### src/rtl/btn_pkg.sv
// Shared types and helpers for the multi-channel button conditioner.
package btn_pkg;

  typedef enum logic [1:0] {
    REL   = 2'd0,
    ARM_P = 2'd1,
    HELD  = 2'd2,
    ARM_R = 2'd3
  } btn_state_e;

  // Width of a counter that must hold values 0..n inclusive.
  function automatic int CNT_W(input int n);
    return (n < 1) ? 1 : $clog2(n + 1);
  endfunction

endpackage

### src/rtl/btn_debounce_ch.sv
// One button channel: 2-flop synchroniser, debounce FSM, long-press counter.
// Press/release after STABLE_CYCLES+2 edges; long pulse LONG_CYCLES edges after the level rises.
module btn_debounce_ch
  import btn_pkg::*;
#(
  parameter int STABLE_CYCLES = 2500,
  parameter int LONG_CYCLES   = 1000000
) (
  input  logic clk,
  input  logic rst,
  input  logic btn_raw,
  output logic level,
  output logic press_pls,
  output logic release_pls,
  output logic long_pls
);

  localparam int SW = CNT_W(STABLE_CYCLES);
  localparam int LW = CNT_W(LONG_CYCLES);
  localparam logic [SW-1:0] CNT_LAST = SW'(STABLE_CYCLES - 1);
  localparam logic [LW-1:0] LCNT_MAX = LW'(LONG_CYCLES);

  logic          sync1, sync2;
  btn_state_e    state, state_nxt;
  logic [SW-1:0] cnt, cnt_nxt;
  logic [LW-1:0] lcnt, lcnt_nxt;
  logic          long_done, long_done_nxt;
  logic          press_nxt, release_nxt, long_nxt;

  always_ff @(posedge clk) begin
    if (rst) begin
      sync1       <= 1'b0;
      sync2       <= 1'b0;
      state       <= REL;
      cnt         <= '0;
      lcnt        <= '0;
      long_done   <= 1'b0;
      press_pls   <= 1'b0;
      release_pls <= 1'b0;
      long_pls    <= 1'b0;
    end else begin
      sync1       <= btn_raw;
      sync2       <= sync1;
      state       <= state_nxt;
      cnt         <= cnt_nxt;
      lcnt        <= lcnt_nxt;
      long_done   <= long_done_nxt;
      press_pls   <= press_nxt;
      release_pls <= release_nxt;
      long_pls    <= long_nxt;
    end
  end

  always_comb begin
    state_nxt     = state;
    cnt_nxt       = cnt;
    press_nxt     = 1'b0;
    release_nxt   = 1'b0;
    lcnt_nxt      = lcnt;
    long_done_nxt = long_done;
    long_nxt      = 1'b0;

    case (state)
      REL: begin
        if (sync2) begin
          if (STABLE_CYCLES == 1) begin
            state_nxt = HELD;
            press_nxt = 1'b1;
            cnt_nxt   = '0;
          end else begin
            state_nxt = ARM_P;
            cnt_nxt   = SW'(1);
          end
        end
      end
      ARM_P: begin
        if (!sync2) begin
          state_nxt = REL;
          cnt_nxt   = '0;
        end else if (cnt == CNT_LAST) begin
          state_nxt = HELD;
          press_nxt = 1'b1;
          cnt_nxt   = '0;
        end else begin
          cnt_nxt = cnt + SW'(1);
        end
      end
      HELD: begin
        if (!sync2) begin
          if (STABLE_CYCLES == 1) begin
            state_nxt   = REL;
            release_nxt = 1'b1;
            cnt_nxt     = '0;
          end else begin
            state_nxt = ARM_R;
            cnt_nxt   = SW'(1);
          end
        end
      end
      ARM_R: begin
        if (sync2) begin
          state_nxt = HELD;
          cnt_nxt   = '0;
        end else if (cnt == CNT_LAST) begin
          state_nxt   = REL;
          release_nxt = 1'b1;
          cnt_nxt     = '0;
        end else begin
          cnt_nxt = cnt + SW'(1);
        end
      end
      default: begin
        state_nxt = REL;
        cnt_nxt   = '0;
      end
    endcase

    // Long-press count runs while the debounced level is high and saturates.
    if (press_nxt) begin
      lcnt_nxt = '0;
    end else if (level && (lcnt != LCNT_MAX)) begin
      lcnt_nxt = lcnt + LW'(1);
    end

    // Suppressed on the release edge so long never coincides with release.
    if (release_nxt) begin
      long_done_nxt = 1'b0;
    end else if (level && !long_done && (lcnt_nxt == LCNT_MAX)) begin
      long_nxt      = 1'b1;
      long_done_nxt = 1'b1;
    end
  end

  always_comb begin
    level = (state == HELD) || (state == ARM_R);
  end

endmodule

### src/rtl/btn_debounce_mc.sv
// NUM_CH independent debounced buttons with level, press, release and long-press pulses.
module btn_debounce_mc
  import btn_pkg::*;
#(
  parameter int NUM_CH        = 4,
  parameter int STABLE_CYCLES = 2500,
  parameter int LONG_CYCLES   = 1000000
) (
  input  logic              clk,
  input  logic              rst,
  input  logic [NUM_CH-1:0] btn_in,
  output logic [NUM_CH-1:0] btn_level,
  output logic [NUM_CH-1:0] btn_press,
  output logic [NUM_CH-1:0] btn_release,
  output logic [NUM_CH-1:0] btn_long
);

  for (genvar g = 0; g < NUM_CH; g++) begin : g_ch
    btn_debounce_ch #(
      .STABLE_CYCLES(STABLE_CYCLES),
      .LONG_CYCLES  (LONG_CYCLES)
    ) u_ch (
      .clk        (clk),
      .rst        (rst),
      .btn_raw    (btn_in[g]),
      .level      (btn_level[g]),
      .press_pls  (btn_press[g]),
      .release_pls(btn_release[g]),
      .long_pls   (btn_long[g])
    );
  end

endmodule

### config.mk
export PLATFORM = sky130hd
export DESIGN_NAME = btn_debounce_mc
export DESIGN_NICKNAME = d
export VERILOG_FILES = /design/src/rtl/btn_pkg.sv /design/src/rtl/btn_debounce_ch.sv /design/src/rtl/btn_debounce_mc.sv
export SDC_FILE = /design/constraint.sdc
export NUM_CORES = 1
export LEC_CHECK = 0
export ABC_AREA = 1
export CAP_MARGIN = 20
export CORE_UTILIZATION = 55
export DETAILED_ROUTE_END_ITERATION = 12
export PLACE_DENSITY = 0.72
export SYNTH_ARGS = -nofsm -noshare
export SYNTH_HDL_FRONTEND = slang
export SYNTH_SLANG_ARGS = --single-unit
### constraint.sdc
create_clock -name clk -period 5.16 [get_ports clk]
set_input_delay 0.774 -clock clk [delete_from_list [all_inputs] [get_ports clk]]
set_output_delay 0.774 -clock clk [all_outputs]
set_load 0.1 [all_outputs]
Word level (Yosys, flattened, before mapping)

Index checks and enable logic that the tools add are counted.

Logic and storage cells: 204
Register bits: 160

Mux-type cells: 84
Reduce and logical (&&, ||, !) cells: 36
Eq/ne operators: 40
Add/sub/neg operators: 8

Operators by type and width:

| kind                                                                     | count |
|---|---|
| 12-bit two-way mux                                                       | 20 |
| 12-bit one-hot mux with 4 select lines                                   | 4 |
| 20-bit two-way mux                                                       | 8 |
| 20-bit by 1-bit adder with 20-bit output (second input constant)         | 4 |
| 20-bit == test (second input constant)                                   | 4 |
| 20-bit inequality test (second input constant)                           | 4 |
| 12-bit by 1-bit adder with 12-bit output (second input constant)         | 4 |
| 12-bit == test (second input constant)                                   | 4 |
| 2-bit two-way mux                                                        | 24 |
| 2-bit one-hot mux with 4 select lines                                    | 4 |
| 1-bit two-way mux                                                        | 24 |
| 2-bit == test (second input constant)                                    | 8 |
| 4-bit AND reduction                                                      | 4 |
| 1-bit logical AND                                                        | 12 |
| 3-bit by 1-bit inequality test with 1-bit output (second input constant) | 4 |
| 3-bit inequality test (second input constant)                            | 4 |
| 2-bit by 1-bit == test with 1-bit output (second input constant)         | 4 |
| 2-bit zero test                                                          | 4 |
| 2-bit by 1-bit inequality test with 1-bit output (second input constant) | 4 |
| 2-bit inequality test (second input constant)                            | 4 |
| 2-bit AND reduction                                                      | 4 |
| 2-bit OR reduction                                                       | 4 |
| 1-bit zero test                                                          | 4 |
| 1-bit logical OR                                                         | 4 |

Logic depth before layout (Yosys ltp)

Gate-level depths: netlist of run 1.

Depth after elaboration: 8
Depth in mapped cells: 16
Depth with buffers taken out: 15

By module

Synthesis of run 1 repeated with hierarchy kept, for this count alone.

Cells, all modules: 1413
Area total of the unflattened synthesis: 9066.2 um^2

Modules (own cells, without submodules):

| module                             | cells each | times used | area an instance (um^2) |
|---|---|---|---|
| btn_debounce_ch (g_ch[0].u_ch ...) | 351        | 3          | 2272.2 |
| btn_debounce_ch (g_ch[3].u_ch)     | 360        | 1          | 2249.7 |

Worst setup path after synthesis of run 1

OpenSTA, ideal clock, no wires.

Kind: input to register
From: in rst
To: reg with a tool-made name
Setup time: 70 ps
Path buffers: 3
Data required time: 5090 ps
Arrival time: 1751 ps
Slack: 3339 ps
Stages: 6
Cell sequence: clkbuf_1 -> inv_1 -> clkbuf_1 -> clkbuf_1 -> o21ai_0 -> a21oi_1

RTL lines:

| element     | line                  | source |
|---|---|---|
| from (decl) | btn_debounce_mc.sv:10 | `input logic rst,` |

==> results.md, run 1 <==
Pwr:
- The worst vdd rail ir drop is approximately 0.24 mV.
- The leakage power of the design is 4.207 nW.
- Dividing total power by cell area gives a power density of 261.5 nW/um^2.
- The design draws 0.002751 W.

Drt:
- The final layout contains routed wiring with a total length of 21.62 mm.
- For this run, the detailed router's first-pass iteration total came to 7.
- The ratio of routed vias to standard cells is 5.243.
- The detailed-route wire length on metal 1 is ~11 mm.
- The number of remaining DRC errors is 0.
- The met2 wire length is 9.800 mm.
- The detailed router used layers up to and including met4.
- Detailed routing inserted a total of 9270 vias.
- After detailed routing, the average wire length per cell comes to 12.23 um.
- The first routing iteration left 610 violations.
- The detailed route wirelength on metal3 is 874 um.
- In this run the remaining antenna-violating nets after routing total 0.

Hold path:
- The tightest min-delay check is of the reg -> reg type.

Timing:
- The number of endpoints failing setup at the final stage is 0.
- For the final database, setup skew stands at between 0.01 and 0.015 ns.
- Final hold analysis gives a worst-case slack of between 0.4 and 0.5 ns.
- The fmax is roughly 320 MHz.
- The relative slew slack is between 30% and 40%.
- Setup repair after global routing left no endpoint under its margin.
- The hold violation count in the final report came to 0.
- The post-route clock period utilization is 61.02%.
- At the pin with the least slew margin, the transition time is 0.9762 ns.
- After routing, the total negative slack on setup checks comes to 0 ns.
- The final-report max-slew violation count is 0.
- The worst path needs 3.148 ns of the cycle, external delays included.

Final layout:
- The share of the core filled with cells is 61.03%.
- The number of antenna diodes in the final layout is 0.
- The fraction of final layout cells with drive strength greater than 1 is 7.712%.
- The summed area of non-filler cells in the final layout is between 10000 and 15000 sq um.
- From synthesis to final layout, the design area changed by 8.659%.
- At the end of the flow, the number of nets in the layout was roughly 1500.

Floorplan:
- The die covers about 18000 sq um.
- In this run the vertical extent of the chip is 134.7 um.
- After floorplanning, the core was sized to cover 17240 sq um.
- The initial core utilization is 56.17%.
- The die outline width is 134.7 um.
- The initialized floorplan defines 48 standard-cell rows.
- The number of placed I/O pins is 22.

Critical path:
- The critical path data required time is 4.39 ns.
- In this run the number of cells on the critical path is 1.
- STA classifies the critical path endpoint as an output port.
- The signal on the critical path passes through clkdlybuf4s50_1.
- On the worst path, the slowest cell contributes a delay of roughly 1.3 ns.
- The worst-path maximum fanout is 15.
- By startpoint and endpoint, the worst setup path is classified as reg -> out.
- The start of the worst register-to-register path is g_ch[0].u_ch.cnt[0].
- The worst register-to-register path has a setup slack of roughly 2.8 ns.
- The reg-to-reg endpoint is g_ch[0].u_ch.long_done.
- For the worst setup path, the data arrival time is roughly 2.4 ns.
- The largest individual stage delay along the critical path comes from the cell sky130_fd_sc_hd__clkdlybuf4s50_1.
- The number of buffers and inverters on the critical path is 1.
- The cell family contributing the most delay on the critical path is buffers and inverters.
- The number of cells on the worst reg-to-reg path is 11.
- The most critical setup path has its endpoint at btn_level[3].
- The element type at the critical path start is a register.

Clocking:
- For the worst-skew pair, the clock arrives at the later sink with an insertion delay of between 0.4 and 0.5 ns.
- The number of gates resized after CTS is 0.
- Clock tree synthesis selected as its root buffer the cell sky130_fd_sc_hd__clkbuf_16.
- The number of hold buffers added after CTS is 0.
- CTS saw 160 sinks.
- The H-tree was split into 4 levels.
- Buffers inserted during clock tree synthesis total 17.
- TritonCTS built the clock tree.
- The largest buffer count on any clock path is 2.
- The setup fix buffers added after clock tree synthesis is 0.
- Clock-pin slew was measured on the worst setup and hold paths at 0.06 ns.

Synthesis:
- The synthesized net count is between 1500 and 2000.
- The number of register bits inferred by synthesis is 160.
- The netlist uses 52 different library cells.
- The fraction of registers with async set/reset is 0%.
- In this run, synthesis inferred 0 flip-flops with an integrated enable.
- During synthesis, Yosys emitted a total of 0 warnings.
- The netlist area before placement is 9682 sq um.
- The post-synthesis cell type with the largest combined area is sky130_fd_sc_hd__dfxtp_1.
- After synthesis, the largest area contributor takes up 33.08% of total cell area.
- In the post-synthesis netlist, the biggest area contributors are sky130_fd_sc_hd__dfxtp_1, sky130_fd_sc_hd__nand2_1, sky130_fd_sc_hd__nor2_1.
- The instance count of the mapped netlist is 1541.
- The mean cell area of the mapped netlist is 6.283 sq um.
- The post-synthesis sequential area ratio is between 30% and 40%.
- The predominant post-synthesis flop cell is sky130_fd_sc_hd__dfxtp_1.

Place:
- Once placement finished, the instance area stood at 9866 sq um.
- The wire-length estimate of the detail-placed layout is 15.47 mm.
- The count of buffers inserted at the top-level ports is 21.
- At the end of routability-driven placement, the weighted congestion stood at between 0.8 and 0.9.

GRT:
- For this run the aggregate overflow at the end of global routing stands at 0.
- Global routing used 24.72% of the available tracks across all layers.
- Entering global routing, the biggest net connects 87 pins.
- The via count of the first global-routing pass is 8144.
- The number of antenna violations at the first check in global routing is 0.
- The first global-routing pass estimated ~37 mm of wire.

Run:
- The number of violations of the max-capacitance limit is 0.

Outcome:
- The flow ran to the end, and the final reports show no timing, DRC or antenna violations.
cells in the mapped netlist (all sizes together) (2+ instances only):
library cell	instances
nand2	377
nor2	306
inv	210
nand3	180
dfxtp	160
a21oi	46
nor3	44
nand4	38
o21ai	36
buf	32
clkbuf	20
nand3b	14
ha	12
or2	10
a221oi	9
a211oi	7
xor2	7
nor3b	4
a2111oi	3
a32oi	3
nor2b	3
o21bai	3
xnor2	3
clkinv	2
o21a	2
metrics by stage:
step	std cells	setup WS, ns
2_1_floorplan	1541	3.339
3_3_place_gp	1736	2.488
6_report	1768	2.012
4_1_cts	1768	1.991
5_1_grt	1768	1.984
3_5_place_dp	1736	2.450
per-layer routing:
layer	up-vias	global-route usage [%]
li1	4904	-
met1	4169	33.83
met2	177	39.78
met3	20	4.017
met4	0	7.678
met5	-	0
power by group:
part           switching, W  internal (W)   total, W  leakage [nW]
Sequential        0.0000101       0.00125    0.00126          1.29
Combinational     0.0000681     0.0000234  0.0000915          2.61
Clock              0.000531      0.000872    0.00140         0.305
placed cells by master (no fill, tap or decap), drive strengths merged, types with 19 or more instances in the layout:
master / instances
nor3: 44
clkbuf: 19
o21ai: 36
nand2: 377
clkdlybuf4s50: 20
nand3: 180
inv: 210
nor2: 306
a21oi: 46
dfxtp: 160
nand4: 38
layout make-up:
type | instances | area [sq um]
clock buffer | 19 | 442.9
clock inverter | 13 | 211.5
fill | 1635 | 6716
inverter | 212 | 795.8
multi-input combinational | 1117 | 5370
sequential | 160 | 3203
tap | 225 | 281.5
timing repair buffer | 22 | 215.2
cell families after synthesis:
family	synth area share (%)
and+or+nand+nor	45.79
buffers and inverters	11.45
AOI/OAI and AO/OA	7.224
xor gates and xnor gates	0.9047
DFF	33.08
adders and majority gates	1.551
worst min-delay path by stage:
stage	from	endpoint	slack [ns]	cells after the start
2_1_floorplan	g_ch[0].u_ch.sync1	g_ch[0].u_ch.sync2	0.39	2
3_3_place_gp	g_ch[2].u_ch.sync1	g_ch[2].u_ch.sync2	0.40	2
3_5_place_dp	g_ch[2].u_ch.sync1	g_ch[2].u_ch.sync2	0.40	2
4_1_cts	g_ch[2].u_ch.sync1	g_ch[2].u_ch.sync2	0.41	2
5_1_grt	g_ch[1].u_ch.sync1	g_ch[1].u_ch.sync2	0.42	2
6_report	g_ch[1].u_ch.sync1	g_ch[1].u_ch.sync2	0.41	2
flip-flops by register name (all words and copies together) (netlist names), named ones only:
name	flops
g_ch.u_ch.lcnt	80
g_ch.u_ch.long_pls	4
g_ch.u_ch.state	4
g_ch.u_ch.release_pls	4
g_ch.u_ch.press_pls	4
g_ch.u_ch.cnt	48
g_ch.u_ch.long_done	4
g_ch.u_ch.sync2	4
g_ch.u_ch.sync1	4
Note: power is estimated with default switching activity, not from simulation.
==> run 2, diff against run 1 <==
--- a/config.mk
+++ b/config.mk
@@ -9,7 +9,7 @@
 export CAP_MARGIN = 20
 export CORE_UTILIZATION = 55
 export DETAILED_ROUTE_END_ITERATION = 12
-export PLACE_DENSITY = 0.72
+export PLACE_DENSITY = 0.75
 export SYNTH_ARGS = -nofsm -noshare
 export SYNTH_HDL_FRONTEND = slang
 export SYNTH_SLANG_ARGS = --single-unit
==> constraint.sdc (replaced) <==
create_clock -name clk -period 2.8 [get_ports clk]
set_input_delay 0.42 -clock clk [delete_from_list [all_inputs] [get_ports clk]]
set_output_delay 0.42 -clock clk [all_outputs]
set_load 0.1 [all_outputs]
==> run 2 against run 1 <==
Clock-buffer cell count increased by 1. Hold slack better by 0.0043 ns. Via count rose by 0.39%. Critical path depth is 11 higher. Clock power up 54%. Clock skew shrank 0.00052 ns. Largest cell class unchanged.
==> results.md, run 2 (synthesized netlist as in run 1, its figures left out) <==
Outcome:
- The flow ran to the end, and the final reports show no timing, DRC or antenna violations.

Drt:
- The total vias in the final route was 9306 (+0.39%).
- The DRC violation total after the first TritonRoute iteration is 587 (-3.8%).
- The detailed route wirelength on metal3 was 925 um (+5.8%).
- The ratio of routed vias to standard cells is 5.249 (+0.11%).
- The detailed-route wire length on metal 1 is 10.69 mm (-0.11%).
- The detailed-routing iteration count for the pre-antenna-repair pass was 5 (-2).
- The number of antenna-violating nets in the routed design is 0 (unchanged).
- The average routed wire per standard cell was 12.26 um (+0.26%).
- The aggregate routed wire length was 21.74 mm (+0.55%).
- The met2 wire length is 9.829 mm (+0.30%).
- The number of remaining DRC errors came to 0 (unchanged).
- The highest routed metal layer is met4.

Floorplan:
- The area inside the core boundary was 17240 sq um (unchanged).
- The floorplan die height came to 134.7 um (unchanged).
- The area of the die came to 18140 sq um (unchanged).
- The die outline width is 134.7 um (unchanged).
- The initial core utilization was 56.17% (unchanged).
- The number of placed I/O pins is 22 (unchanged).
- The number of placement rows came to 48 (unchanged).

Clocking:
- The clock tree from TritonCTS is yes.
- Clock tree synthesis selected as its root buffer the cell sky130_fd_sc_hd__clkbuf_16.
- The number of gates resized after CTS is 0 (unchanged).
- The CTS sink count is 160 (unchanged).
- The number of hold buffers added after CTS is 0 (unchanged).
- The largest buffer count on any clock path is 2 (unchanged).
- The TritonCTS buffer count is 17 (unchanged).
- The setup fix buffers added after clock tree synthesis came to 0 (unchanged).
- The clock latency on the worst-skew pair is 0.42 ns (-0.02 ns).
- The count of H-tree levels built during CTS came to 4 (unchanged).
- The CTS clock-pin slew for the worst setup and hold paths is 0.06 ns (about the same).

GRT:
- The via count of the first global-routing pass is 8505 (+4.4%).
- The global-route wire length before repair is 37.78 mm (+2.8%).
- The sum of overflow across all layers after global routing is 0 (unchanged).
- The overall track demand over capacity in global routing is 25.18% (+0.46 points).
- The number of antenna violations at the first check in global routing is 0 (unchanged).
- The maximum number of pins on one net before global-route repair came to 125 (+44%).

Critical path:
- The master of the slowest instance on the critical path is sky130_fd_sc_hd__nand3_2.
- The element type at the critical path start is a register.
- The peak per-stage delay on the critical path is 0.40 ns (-0.85 ns).
- The start of the worst register-to-register path is g_ch[3].u_ch.cnt[0].
- STA classifies the critical path endpoint as a register.
- The number of buffers and inverters on the critical path is 1 (unchanged).
- The critical path data required time is 3.15 ns (-1.24 ns).
- The critical path is of the reg -> reg type.
- The worst-path maximum fanout is 18 (+3).
- Among the stages of the critical path, the cell type that occurs most often is sky130_fd_sc_hd__nand2_1.
- Traced cell by cell, the critical path runs through ha_1 -> nand2_1 -> nor2_1 -> nor3b_2 -> nand3_2 -> nand3_1 -> nand2_1 -> inv_1 -> nand3_1 -> nor2_1 -> nand2_1 -> nor2_2.
- The worst setup path startpoint is g_ch[3].u_ch.cnt[0].
- The family with the most delay on the worst path is simple AND/OR/NAND/NOR gates.
- The data arrival time at the worst-slack endpoint came to 2.67 ns (+0.30 ns).

Timing:
- The slew at the pin with the worst max-slew slack came to 0.6560 ns (-0.3202 ns).
- Setup repair after global routing left no endpoint under its margin.
- In the finished design, the share of the clock period the worst path needs comes to 82.60%.
- The final-report max-slew violation count came to 0 (unchanged).
- The number of endpoints failing setup at the final stage is 0 (unchanged).
- The hold violation count in the final report is 0 (unchanged).
- The shortest period the worst path allows is 2.313 ns.
- The worst setup skew after layout is 0.01271 ns (-0.0005160 ns).
- The setup TNS is 0 ns (unchanged).
- The minimum setup slack in the final design is 0.4872 ns (-1.524 ns).
- The relative slew slack came to 56.14% (+21 points).
- For this run, the top clock speed supported by timing is approximately 430 MHz.

Final layout:
- The number of non-filler instances in the completed layout came to 1773 (+0.28%).
- The final antenna diode count was 0 (unchanged).
- The number of nets in the layout is 1553 (+0.32%).
- The most flop-heavy register is g_ch.u_ch.lcnt.
- The commonest non-fill, non-tap cell in the layout is sky130_fd_sc_hd__nand2_1.
- The largest registers in the layout are g_ch.u_ch.lcnt (80), g_ch.u_ch.cnt (48).
- The number of flip-flops under the largest register name is 80 (unchanged).
- The area added between synthesis and finish is 7.586%.
- The top cell types in the final layout, fill and taps aside, are sky130_fd_sc_hd__nand2_1, sky130_fd_sc_hd__nor2_1, sky130_fd_sc_hd__inv_1, sky130_fd_sc_hd__nand3_1, sky130_fd_sc_hd__dfxtp_1.
- The fill cell total of the finished layout is 1630 (-0.31%).
- The fraction of final layout cells with drive strength greater than 1 is 8.979% (+1.3 points).

Pwr:
- The leakage power of the design is 4.231 nW (+0.58%).
- The total power divided by cell area was 445.4 nW/um^2 (+70%).
- The worst vdd rail ir drop is 0.4416 mV (+83%).

Run:
- The number of violations of the max-capacitance limit is 0 (unchanged).

Place:
- The count of buffers inserted at the top-level ports was 21 (unchanged).
- The last weighted congestion value of the routability-driven placer was 0.8884 (+1.1%).
- The post-placement cell count is 1741 (+0.29%).
- The HPWL reported at the end of detailed placement is 15.51 mm (+0.25%).
- The pre-CTS worst setup slack is 0.5673 ns (-1.883 ns).

Hold path:
- The class of the tightest hold or removal check is reg -> reg.
- The launch instance of the worst min-delay path is g_ch[2].u_ch.sync1.
==> run 2: changes by cell type in the layout (fill, tap and decap cells not counted) <==
cell,before,now
sky130_fd_sc_hd__buf_12,0,1
sky130_fd_sc_hd__clkinv_4,3,1
sky130_fd_sc_hd__clkdlybuf4s50_1,20,4
sky130_fd_sc_hd__clkbuf_1,1,2
sky130_fd_sc_hd__bufinv_16,5,1
sky130_fd_sc_hd__clkinv_2,1,8
sky130_fd_sc_hd__clkinvlp_4,4,2
sky130_fd_sc_hd__buf_4,2,22
==> run 2: final cells by class <==
| type | instances | area [sq um] | share of cell area [%] |
|---|---|---|---|
| Sequential cell | 160 | 3203 | 30.75 |
| Tap cell | 225 | 281.5 | 2.703 |
| Timing Repair Buffer | 27 | 225.2 | 2.162 |
| Clock inverter | 12 | 93.84 | 0.9009 |
| Clock buffer | 20 | 446.7 | 4.288 |
| Inverter | 212 | 795.8 | 7.640 |
| Multi-Input combinational cell | 1117 | 5370 | 51.56 |
==> run 2: worst register-to-register path, cell delays in order (launching register included) <==
cell                      delay, ns
sky130_fd_sc_hd__dfxtp_1       0.38
sky130_fd_sc_hd__ha_1          0.24
sky130_fd_sc_hd__nand2_1       0.07
sky130_fd_sc_hd__nor2_1        0.11
sky130_fd_sc_hd__nor3b_2       0.21
sky130_fd_sc_hd__nand3_2       0.40
sky130_fd_sc_hd__nand3_1       0.29
sky130_fd_sc_hd__nand2_1       0.11
sky130_fd_sc_hd__inv_1         0.07
sky130_fd_sc_hd__nand3_1       0.06
sky130_fd_sc_hd__nor2_1        0.13
sky130_fd_sc_hd__nand2_1       0.10
sky130_fd_sc_hd__nor2_2        0.09
==> run 2: where the power goes <==
group / internal, W / switching, W
registers: 0.00230 / 0.0000192
clock network: 0.00123 / 0.000914
logic: 0.0000475 / 0.000129
total: 0.00358 / 0.00106
==> run 2: path summary, 6_finish.rpt <==
kind,end,slack [ns],cells past startpoint
worst min register to register,g_ch[2].u_ch.sync2,0.41,2
worst max-delay path,g_ch[3].u_ch.long_pls,0.49,12
worst min-delay path,g_ch[2].u_ch.sync2,0.41,2
worst max register to register,g_ch[3].u_ch.long_pls,0.49,12
==> run 2: routing by layer <==
metal  GRT usage, %  vias up
met5              0        -
met4          7.865        0
met3          4.204       28
met2          40.72      221
met1          34.19     4142
li1               -     4915
==> run 2: through the flow <==
step,power (W),util (%),hold slack [ns],area (sq um)
after floorplan,0.002495,-,0.3883,9682
after global placement,0.002538,57.30,0.3975,9876
after detailed placement,0.002540,57.30,0.4031,9876
after CTS,0.004672,60.43,0.4161,10420
after global routing,0.004800,60.43,0.4342,10420
final,0.004639,60.43,0.4101,10420
==> run 3, diff against run 2 <==
==> constraint.sdc (replaced) <==
create_clock -name clk -period 2 [get_ports clk]
set_input_delay 0.3 -clock clk [delete_from_list [all_inputs] [get_ports clk]]
set_output_delay 0.3 -clock clk [all_outputs]
set_load 0.1 [all_outputs]
==> run 3 against run 2 <==
Clock skew down 0.0032 ns. Register-to-register slack got worse by 0.43 ns. Sequential share of layout area shrank 1.9 points. Utilization is 4.4 points higher. Highest routed layer unchanged.
==> results.md, run 3 (synthesized netlist as in run 1, its figures left out) <==
Outcome:
- The run finished with clean final reports.

Floorplan:
- The initial core utilization is 56.17% (unchanged).
- The number of placement rows came to 48 (unchanged).
- The number of placed I/O pins is 22 (unchanged).
- The die outline width came to 134.7 um (unchanged).
- The area of the die is 18140 sq um (unchanged).
- The floorplan die height is 134.7 um (unchanged).
- The area inside the core boundary is 17240 sq um (unchanged).

GRT:
- The sum of overflow across all layers after global routing is 0 (unchanged).
- The number of antenna violations at the first check in global routing is 0 (unchanged).
- The maximum number of pins on one net before global-route repair is 125 (unchanged).
- The global-route wire length before repair is 38.29 mm (+1.4%).
- The overall track demand over capacity in global routing is 25.68% (+0.50 points).
- The via count of the first global-routing pass is 8497 (-0.094%).

Place:
- The count of buffers inserted at the top-level ports is 21 (unchanged).
- The HPWL reported at the end of detailed placement is 16.05 mm (+3.5%).
- The last weighted congestion value of the routability-driven placer is 0.9324 (+5.0%).
- The pre-CTS worst setup slack was -0.07242 ns (-0.6398 ns).

Timing:
- Setup repair after global routing could not meet its margin everywhere.
- The number of endpoints failing setup at the final stage is 0 (unchanged).
- The fmax is 514.5 MHz (+19%).
- The final-report max-slew violation count was 0 (unchanged).
- The setup TNS is 0 ns (unchanged).
- The minimum setup slack in the final design is 0.05624 ns (-0.4309 ns).
- The relative slew slack came to 60.28% (+4.1 points).
- The slew at the pin with the worst max-slew slack was 0.5958 ns (-0.06021 ns).
- The post-route clock period utilization was 97.19% (+15 points).
- The shortest period the worst path allows is 1.944 ns (-0.3691 ns).
- The hold violation count in the final report is 0 (unchanged).
- The worst setup skew after layout came to 0.009530 ns (-0.003176 ns).

Critical path:
- The largest individual stage delay along the critical path comes from the cell sky130_fd_sc_hd__dfxtp_4.
- STA classifies the critical path endpoint as a register.
- The critical path goes through inv_4 -> ha_4 -> inv_2 -> nor2_1 -> nand2_1 -> nor2_4 -> nand3_4 -> buf_6 -> nand3_1 -> nand2_1 -> nor2_2 -> nor2_1 -> nand2_1 -> nor2_1 -> nand3_1 -> nand2_1.
- The peak per-stage delay on the critical path is 0.37 ns (-0.03 ns).
- The data arrival time at the worst-slack endpoint is 2.26 ns (-0.41 ns).
- The worst-path maximum fanout is 8 (-10).
- The critical path data required time is 2.32 ns (-0.83 ns).
- The category of the most critical setup path is reg -> reg.
- The element type at the critical path start is a register.
- The path depth of the worst reg2reg path is 16 (+4).
- The most common cell type on the critical path is sky130_fd_sc_hd__nand2_1.

Pwr:
- The worst vdd rail ir drop is 0.6133 mV (+39%).
- The sequential share of power is 47.1% (-2.8 points).
- The part of the total power dissipated in combinational logic came to 3.9% (about the same).
- The leakage power of the design is 4.529 nW (+7.0%).
- The switching component of the power was 0.001556 W (+46%).
- The total power divided by cell area is 615.7 nW/um^2 (+38%).
- The switching part of the total is 22.60% (-0.30 points).
- The part of the power in the clock network is 49.0% (+2.7 points).
- The post-layout total power is 0.006884 W (+48%).
- The internal power is 0.005328 W (+49%).

Run:
- The number of violations of the max-capacitance limit is 0 (unchanged).

Drt:
- The DRC violation total after the first TritonRoute iteration is 961 (+64%).
- The total vias in the final route came to 9737 (+4.6%).
- The detailed-routing iteration count for the pre-antenna-repair pass came to 6 (+1).
- The number of remaining DRC errors is 0 (unchanged).
- The ratio of routed vias to standard cells is 5.350 (+1.9%).
- The aggregate routed wire length is 23.34 mm (+7.4%).
- The number of antenna-violating nets in the routed design is 0 (unchanged).
- The average routed wire per standard cell is 12.83 um (+4.6%).

Hold path:
- The hold path depth came to 5 (+3).
- The class of the tightest hold or removal check is in -> reg.

Final layout:
- The commonest non-fill, non-tap cell in the layout is sky130_fd_sc_hd__nand2_1.
- In the final layout, the registers with the most flip-flops are g_ch.u_ch.lcnt (80), g_ch.u_ch.cnt (48).
- The number of flip-flops under the largest register name was 80 (unchanged).
- g_ch.u_ch.lcnt holds more flip-flops than any other register.
- The area of the multi-input gates came to 5615 sq um (+4.6%).
- The number of nets in the layout is 1600 (+3.0%).
- The final antenna diode count was 0 (unchanged).
- The sequential cell area is 3226 sq um (+0.70%).
- Relative to the synthesized area, the layout overhead comes to 15.47%.
- The fill cell total of the finished layout came to 1523 (-6.6%).
- Leaving out fill and tap cells, the most frequent cells in the layout are sky130_fd_sc_hd__nand2_1, sky130_fd_sc_hd__nor2_1, sky130_fd_sc_hd__inv_1, sky130_fd_sc_hd__nand3_1, sky130_fd_sc_hd__dfxtp_1.
- The fraction of final layout cells with drive strength greater than 1 was 15.24% (+6.3 points).

Clocking:
- The largest buffer count on any clock path is 2 (unchanged).
- The CTS clock-pin slew for the worst setup and hold paths is 0.06 ns (about the same).
- TritonCTS built the clock tree.
- The TritonCTS buffer count is 17 (unchanged).
- The clock latency on the worst-skew pair is 0.43 ns (about the same).
- The count of H-tree levels built during CTS came to 4 (unchanged).
- The CTS sink count is 160 (unchanged).
- The root buffer cell is sky130_fd_sc_hd__clkbuf_16.
- The number of hold buffers added after CTS is 0 (unchanged).
## run 3: changes by cell type in the layout (fill, tap and decap cells not counted), sizes merged
cell / before / now
buf: 23 / 66
clkinvlp: 2 / 3
clkbuf: 20 / 19
bufinv: 1 / 3
inv: 210 / 213
clkinv: 11 / 6
nand3: 180 / 184
## run 3: area by class of cell
cell class	instances	area share [%]
tap	225	2.518
timing repair buffer	70	5.786
clock buffer	19	4.051
multi-input combinational	1121	50.23
sequential	160	28.85
clock inverter	13	1.421
inverter	212	7.140
## run 3: critical path: cells and delay by family (launching register included)
family,cells,cell delay (ns)
DFF,1,0.37
buffers and inverters,3,0.25
and+or+nand+nor,12,1.11
adders and majority gates,1,0.11
## run 3: repair_timing
item,in CTS,in global routing
pin swaps,0,22
endpoints found under the setup margin,2,13
gates resized for setup,0,74
setup buffers,0,15
endpoints found under the hold margin,0,0
gates cloned,1,3
## run 3: final timing paths
kind / endpoint / slack, ns / startpoint
worst max register to register: g_ch[1].u_ch.long_done / 0.06 / g_ch[1].u_ch.lcnt[0]
worst max-delay path: g_ch[1].u_ch.long_done / 0.06 / g_ch[1].u_ch.lcnt[0]
worst min-delay path: register / 0.34 / rst
worst min register to register: g_ch[3].u_ch.sync2 / 0.40 / g_ch[3].u_ch.sync1
## run 3: routing by layer
| metal | vias up | track usage [%] | part of all wire, % |
|---|---|---|---|
| li1 | 5022 | - | - |
| met1 | 4397 | 35.57 | 48 |
| met2 | 286 | 40.86 | 45 |
| met3 | 32 | 4.242 | 5.3 |
| met4 | 0 | 7.740 | 1.2 |
| met5 | - | 0 | 0 |
## run 3: power groups by stage
stage | clock (W) | combinational (W) | sequential [W]
2_1_floorplan | 0 | 0.000188 | 0.00330
4_1_cts | 0.00344 | 0.000265 | 0.00324
5_1_grt | 0.00357 | 0.000306 | 0.00324
3_5_place_dp | 0 | 0.000263 | 0.00331
3_3_place_gp | 0 | 0.000260 | 0.00331
6_report | 0.00338 | 0.000267 | 0.00324
## run 3: per-stage QoR
step	hold slack, ns	cell area (sq um)	utilization [%]	instances
2_1_floorplan	0.3883	9682	-	1541
3_3_place_gp	0.3889	10160	58.95	1769
3_5_place_dp	0.3931	10160	58.95	1769
4_1_cts	0.3406	10780	62.56	1802
5_1_grt	0.3604	11180	64.86	1820
6_report	0.3425	11180	64.86	1820
